File: config.mk
export PLATFORM = sky130hd
export DESIGN_NAME = inv_sqrt_arbiter
export DESIGN_NICKNAME = d
export VERILOG_FILES = /design/src/rtl/inv_sqrt_arbiter.sv
export SDC_FILE = /design/constraint.sdc
export NUM_CORES = 1
export LEC_CHECK = 0
export BUFFER_PORTS_ARGS = -buffer_cell sky130_fd_sc_hd__buf_4
export CAP_MARGIN = 40
export CORE_MARGIN = 2
export CORE_UTILIZATION = 47
export DETAILED_ROUTE_END_ITERATION = 16
export GPL_TIMING_DRIVEN = 0
export PLACE_DENSITY = 0.95
export SLEW_MARGIN = 20
export SYNTH_ARGS = -nofsm -noshare
export SYNTH_HDL_FRONTEND = slang
export SYNTH_SLANG_ARGS = --single-unit
File: constraint.sdc
create_clock -name clk -period 2.5 [get_ports clk]
set_input_delay 0.125 -clock clk [delete_from_list [all_inputs] [get_ports clk]]
set_output_delay 0.125 -clock clk [all_outputs]
set_load 0.005 [all_outputs]
File: src/rtl/inv_sqrt_arbiter.sv
// -----------------------------------------------------------------------------
// inv_sqrt_arbiter
//
// Lets NUM_REQ requesters in the normalization datapath share one external,
// purely combinational inverse-square-root lookup table (3.8 unsigned operand,
// 2.5 unsigned result).
//
// Datapath:
//   requesters --(round-robin grant)--> stage A --lut_in/lut_out--> stage B
//   stage B --> response port (one-hot rsp_valid addressed to the requester)
//
// Stage A holds the granted operand and its requester index; its data
// register drives lut_in directly, so the LUT settles within that cycle and
// its result is captured into stage B on the A->B transfer. Both stages
// advance together, so one result per cycle is sustained while the
// addressed requester keeps rsp_ready high.
//
// Ports:
//   clk        clock, all state changes on the rising edge
//   rst        asynchronous active-high reset, flushes both stages
//   req_valid  per-requester request valid
//   req_data   packed operands, requester i at [i*IN_W +: IN_W]
//   req_ready  one-hot grant (at most one bit high)
//   lut_in     operand to the external LUT (stage-A data)
//   lut_out    combinational LUT result for lut_in
//   rsp_valid  one-hot response valid, bit k addresses requester k
//   rsp_data   LUT result for the presented response
//   rsp_sat    operand was below 16 (result saturated by the LUT)
//   rsp_ready  per-requester response accept
//   idle       both pipeline stages empty
// -----------------------------------------------------------------------------
module inv_sqrt_arbiter #(
    parameter int NUM_REQ = 4,
    parameter int IN_W    = 11,
    parameter int OUT_W   = 7,
    parameter int ID_W    = 2
) (
    input  logic                    clk,
    input  logic                    rst,
    input  logic [NUM_REQ-1:0]      req_valid,
    input  logic [NUM_REQ*IN_W-1:0] req_data,
    output logic [NUM_REQ-1:0]      req_ready,
    output logic [IN_W-1:0]         lut_in,
    input  logic [OUT_W-1:0]        lut_out,
    output logic [NUM_REQ-1:0]      rsp_valid,
    output logic [OUT_W-1:0]        rsp_data,
    output logic                    rsp_sat,
    input  logic [NUM_REQ-1:0]      rsp_ready,
    output logic                    idle
);

    // Operands below this value (1/16 in 3.8) have an inverse square root
    // that does not fit the 2.5 output; the LUT saturates them.
    localparam logic [IN_W-1:0] SAT_LIMIT = IN_W'(16);
    localparam logic [ID_W:0]   NUM_REQ_W = (ID_W+1)'(NUM_REQ);
    localparam logic [ID_W-1:0] LAST_IDX  = ID_W'(NUM_REQ - 1);

    // -------------------------------------------------------------------------
    // State
    // -------------------------------------------------------------------------
    logic             a_vld_reg,  a_vld_next;
    logic [ID_W-1:0]  a_id_reg,   a_id_next;
    logic [IN_W-1:0]  a_data_reg, a_data_next;

    logic             b_vld_reg,  b_vld_next;
    logic [ID_W-1:0]  b_id_reg,   b_id_next;
    logic [OUT_W-1:0] b_data_reg, b_data_next;
    logic             b_sat_reg,  b_sat_next;

    logic [ID_W-1:0]  ptr_reg,    ptr_next;

    // -------------------------------------------------------------------------
    // Per-requester operand unpacking and response addressing
    // -------------------------------------------------------------------------
    logic [IN_W-1:0]    req_data_arr [NUM_REQ];
    logic [NUM_REQ-1:0] b_onehot;
    logic [NUM_REQ-1:0] win_onehot;

    logic               win_found;
    logic [ID_W-1:0]    win_idx;

    genvar gi;
    generate
        for (gi = 0; gi < NUM_REQ; gi++) begin : g_req
            assign req_data_arr[gi] = req_data[gi*IN_W +: IN_W];
            assign b_onehot[gi]     = (b_id_reg == ID_W'(gi));
            assign win_onehot[gi]   = win_found && (win_idx == ID_W'(gi));
        end
    endgenerate

    // -------------------------------------------------------------------------
    // Pipeline flow control
    // -------------------------------------------------------------------------
    logic b_fire;
    logic b_free;
    logic a_free;
    logic a_to_b;
    logic grant_fire;

    // Selecting rsp_ready through the one-hot id avoids indexing a NUM_REQ-wide
    // vector with an index that may span more values than NUM_REQ.
    assign b_fire = b_vld_reg && ((rsp_ready & b_onehot) != '0);
    assign b_free = !b_vld_reg || b_fire;
    assign a_free = !a_vld_reg || b_free;
    assign a_to_b = a_vld_reg && b_free;

    // -------------------------------------------------------------------------
    // Round-robin arbitration: scan ptr, ptr+1, ... wrapping at NUM_REQ.
    // The wrap is done by a conditional subtract so that non-power-of-2
    // requester counts never reach an unused index.
    // -------------------------------------------------------------------------
    logic [ID_W:0]   scan_sum;
    logic [ID_W-1:0] scan_idx;

    always_comb begin
        win_found = 1'b0;
        win_idx   = '0;
        scan_sum  = '0;
        scan_idx  = '0;
        for (int k = 0; k < NUM_REQ; k++) begin
            scan_sum = {1'b0, ptr_reg} + (ID_W+1)'(k);
            if (scan_sum >= NUM_REQ_W) begin
                scan_sum = scan_sum - NUM_REQ_W;
            end
            scan_idx = scan_sum[ID_W-1:0];
            if (!win_found && req_valid[scan_idx]) begin
                win_found = 1'b1;
                win_idx   = scan_idx;
            end
        end
    end

    // Grants are suppressed while reset is asserted so no requester sees a
    // handshake that the flushed pipeline would not honour.
    assign req_ready  = win_onehot & {NUM_REQ{a_free && !rst}};
    assign grant_fire = win_found && a_free;

    // -------------------------------------------------------------------------
    // Next-state logic
    // -------------------------------------------------------------------------
    always_comb begin
        a_vld_next  = a_vld_reg;
        a_id_next   = a_id_reg;
        a_data_next = a_data_reg;
        b_vld_next  = b_vld_reg;
        b_id_next   = b_id_reg;
        b_data_next = b_data_reg;
        b_sat_next  = b_sat_reg;
        ptr_next    = ptr_reg;

        // Stage A: a new grant may load A in the same cycle A hands its
        // operand to B, which is what keeps the pipeline at full rate.
        if (grant_fire) begin
            a_vld_next  = 1'b1;
            a_id_next   = win_idx;
            a_data_next = req_data_arr[win_idx];
            ptr_next    = (win_idx == LAST_IDX) ? '0 : win_idx + ID_W'(1);
        end else if (a_to_b) begin
            a_vld_next = 1'b0;
        end

        // Stage B: capture the LUT result for the operand currently in A.
        if (a_to_b) begin
            b_vld_next  = 1'b1;
            b_id_next   = a_id_reg;
            b_data_next = lut_out;
            b_sat_next  = (a_data_reg < SAT_LIMIT);
        end else if (b_fire) begin
            b_vld_next = 1'b0;
        end
    end

    // -------------------------------------------------------------------------
    // State registers
    // -------------------------------------------------------------------------
    always_ff @(posedge clk or posedge rst) begin
        if (rst) begin
            a_vld_reg  <= 1'b0;
            a_id_reg   <= '0;
            a_data_reg <= '0;
            b_vld_reg  <= 1'b0;
            b_id_reg   <= '0;
            b_data_reg <= '0;
            b_sat_reg  <= 1'b0;
            ptr_reg    <= '0;
        end else begin
            a_vld_reg  <= a_vld_next;
            a_id_reg   <= a_id_next;
            a_data_reg <= a_data_next;
            b_vld_reg  <= b_vld_next;
            b_id_reg   <= b_id_next;
            b_data_reg <= b_data_next;
            b_sat_reg  <= b_sat_next;
            ptr_reg    <= ptr_next;
        end
    end

    // -------------------------------------------------------------------------
    // Outputs
    // -------------------------------------------------------------------------
    assign lut_in    = a_data_reg;
    assign rsp_valid = b_vld_reg ? b_onehot : '0;
    assign rsp_data  = b_data_reg;
    assign rsp_sat   = b_sat_reg && b_vld_reg;
    assign idle      = !a_vld_reg && !b_vld_reg;

endmodule

==> impl_metrics.ini <==
[floorplan]
initial_core_util_pct = 50.3
rows = 20
die_area_sq_um = 3800
fp.dieH_um = 61.6
die_x_um = 61.6
core_sq_um = 3100
io_pins = 89

[clock_tree]
clk-insertion-delay-late_ps = 320
cts_tree = done
cts_resized = 0
clkTransAtPathRegs_ps = 150
clock_sinks = 27
ctsHtreeMaxLevel = 1
numCtsBuffers = 3
clockRootBuffer = clkbuf_4
clk_path_buf_depth = 2
postCtsSetupBuffers = 0

[place]
dp_hpwl_um = 3270
io_buffers = 88
place_area_sq_um = 2300
place_inst = 279
place_congestion = 0.778

[critical_path]
endpoint_kind = output pin
required_ps = 2380
cp.arrival_ps = 2150
cp-start-kind = flip-flop
path_class = reg -> out
critPathMaxFanout = 10

[finish]
final_nets = 303
syn_to_final_growth_pct = 50.0
largest_reg_flops = 11
n_antenna_cell = 0
design_area_sq_um = 2340
drive_above_1_share_pct = 52.9
instances_no_fill = 284

[logic_synthesis]
syn-num-nets = 208
netlist_area_sq_um = 1560
yosys-top-cells-area = dfrtp_1, mux2_2, mux2i_1, a221oi_2, o22ai_1
yosys_register_bits = 27
ys_seq_area_share_pct = 43.3
netlist_instances = 146
synth_top_cell_by_area = dfrtp_1
yosysTopAreaCellShare_pct = 43.3
avgSynthCellArea_sq_um = 10.7
synth.yosys.warnings = 0
ys_types = 36

[global_route]
antenna_found_initial = 0
grt.total_usage_pct = 22.4
grt_pass1_wl_um = 6290
grt_pass1_vias = 1452
grt_max_degree = 19
globalRoute.totalOverflow = 0

[route]
met1Wirelength_um = 1590
finalWirelength_um = 4120
ant_nets = 0
met2WireLength_um = 2230
via_per_inst = 5.27
dr.pass1.iters = 6
wl_met3_um = 277
drt_iter0_drc = 46
top_layer = met4
drc = 0
vias = 1497
post_drt_wl_per_cell_um = 14.5

[min_path]
hp-class = in -> reg

[timing]
slew_headroom_pct = 61.8
hold_ws_ps = 23.4
setup_violations = 0
drv_slew = 0
timing.fmax_mhz = 439
final.setup_skew_ps = 3.76
fin_crit_sh_pct = 91.1
worst_slew_pin_slew_ps = 572
rsz0062_at_grt = false
fin_tns_setup_ps = 0
period_minus_slack_ps = 2280
hold_viol = 0

[power]
power_density_nw_per_um2 = 1030
power_w = 0.00241
ir_drop_v = 0.000503
p_leak_nw = 1.18

[job]
max_cap_violations = 0

[status]
status = finished clean
==> worst paths after layout <==
path	to	startpoint	cells after the start	slack, ps
min reg2reg	a_id_reg[1]$_DFFE_PP0P_	a_id_reg[1]$_DFFE_PP0P_	2	510
max in group asynchronous	lut_in[2]$_DFFE_PP0P_	rst	4	1590
max reg2reg	rsp_data[1]$_DFFE_PP0P_	b_id_reg[0]$_DFFE_PP0P_	5	640
min	rsp_data[0]$_DFFE_PP0P_	lut_out[0]	2	20
max	req_ready[3]	ptr_reg[0]$_DFFE_PP0P_	8	220
min in group asynchronous	b_vld_reg$_DFFE_PP0P_	rst	3	430
==> worst max-delay path: stages (launching register included) <==
cell      delay (ps)
dfrtp_1          430
and2b_1          210
a21oi_1           50
o211ai_2         270
buf_4            290
inv_1             80
ha_1             200
and3_1           160
buf_4            130
==> cells in the final DEF, fill, tap and decap left out, types with 3 or more instances in the layout <==
| cell type | count |
|---|---|
| a21oi_1 | 3 |
| a221oi_1 | 6 |
| a221oi_2 | 5 |
| and3_1 | 4 |
| buf_2 | 4 |
| buf_4 | 90 |
| clkbuf_4 | 3 |
| dfrtp_1 | 27 |
| inv_1 | 7 |
| mux2_2 | 10 |
| mux2i_1 | 11 |
| nand2_1 | 8 |
| nor2_1 | 17 |
| o21ai_0 | 4 |
| o22ai_1 | 12 |
==> synthesized netlist by cell type <==
cell type	number
a2bb2oi_1	1
dfrtp_1	27
a21oi_4	1
buf_4	2
or4_1	1
nand2_1	8
o2bb2ai_1	1
nor2b_1	1
ha_1	1
o22ai_1	12
or2_2	2
inv_1	7
and2_1	1
a221oi_2	5
or2b_1	1
mux2_2	10
o21ai_0	4
nor2_1	17
nor3_2	1
nand2_2	2
and3_1	4
nor3_1	1
a21o_1	1
a221oi_1	6
a21o_4	1
buf_6	1
mux2_4	2
nand2b_1	1
o22ai_4	1
nor4_1	1
a21oi_1	3
buf_2	4
nor2_2	1
and2b_1	2
mux2i_1	11
o211ai_2	1
==> logic make-up (layout without fill, tap and decap cells) <==
group	count (synthesis)	count (layout)	synth area share, %
and+or+nand+nor	44	44	14.1
AOI/OAI and AO/OA	37	37	20.9
DFF	27	27	43.3
muxes	23	23	16.2
buffers and inverters	14	108	4.65
adders and majority gates	1	1	0.802
==> what timing repair did <==
item | in CTS | in global routing
setup endpoints to repair | 0 | 0
hold buffers | 1 | 0
endpoints found under the hold margin | 12 | 0
==> area by class of cell <==
| cell class | instances | area, sq um |
|---|---|---|
| fillers | 236 | 762 |
| plain buffers | 7 | 46.3 |
| repair buffers | 90 | 698 |
| clock buffers | 3 | 22.5 |
| multi-input cells | 105 | 812 |
| well taps | 44 | 55.1 |
| flip-flops and latches | 27 | 676 |
| clock inverters | 1 | 5.00 |
| inverters | 7 | 26.3 |
==> routing by layer <==
layer	vias to the layer above	track usage (%)
li1	727	-
met1	712	25.7
met2	56	42.3
met3	2	4.20
met4	0	5.78
met5	-	0
==> report_power, final <==
part	switching, W	internal [W]
Sequential	0.000134	0.000641
Clock	0.000130	0.0000599
Combinational	0.000663	0.000777
==> through the flow <==
stage,worst slack [ps],util [%]
2_1_floorplan,826,-
3_3_place_gp,599,73.3
3_5_place_dp,605,74.2
4_1_cts,220,75.4
5_1_grt,129,75.4
6_report,223,75.4
Power figures use the tool's default switching activity.
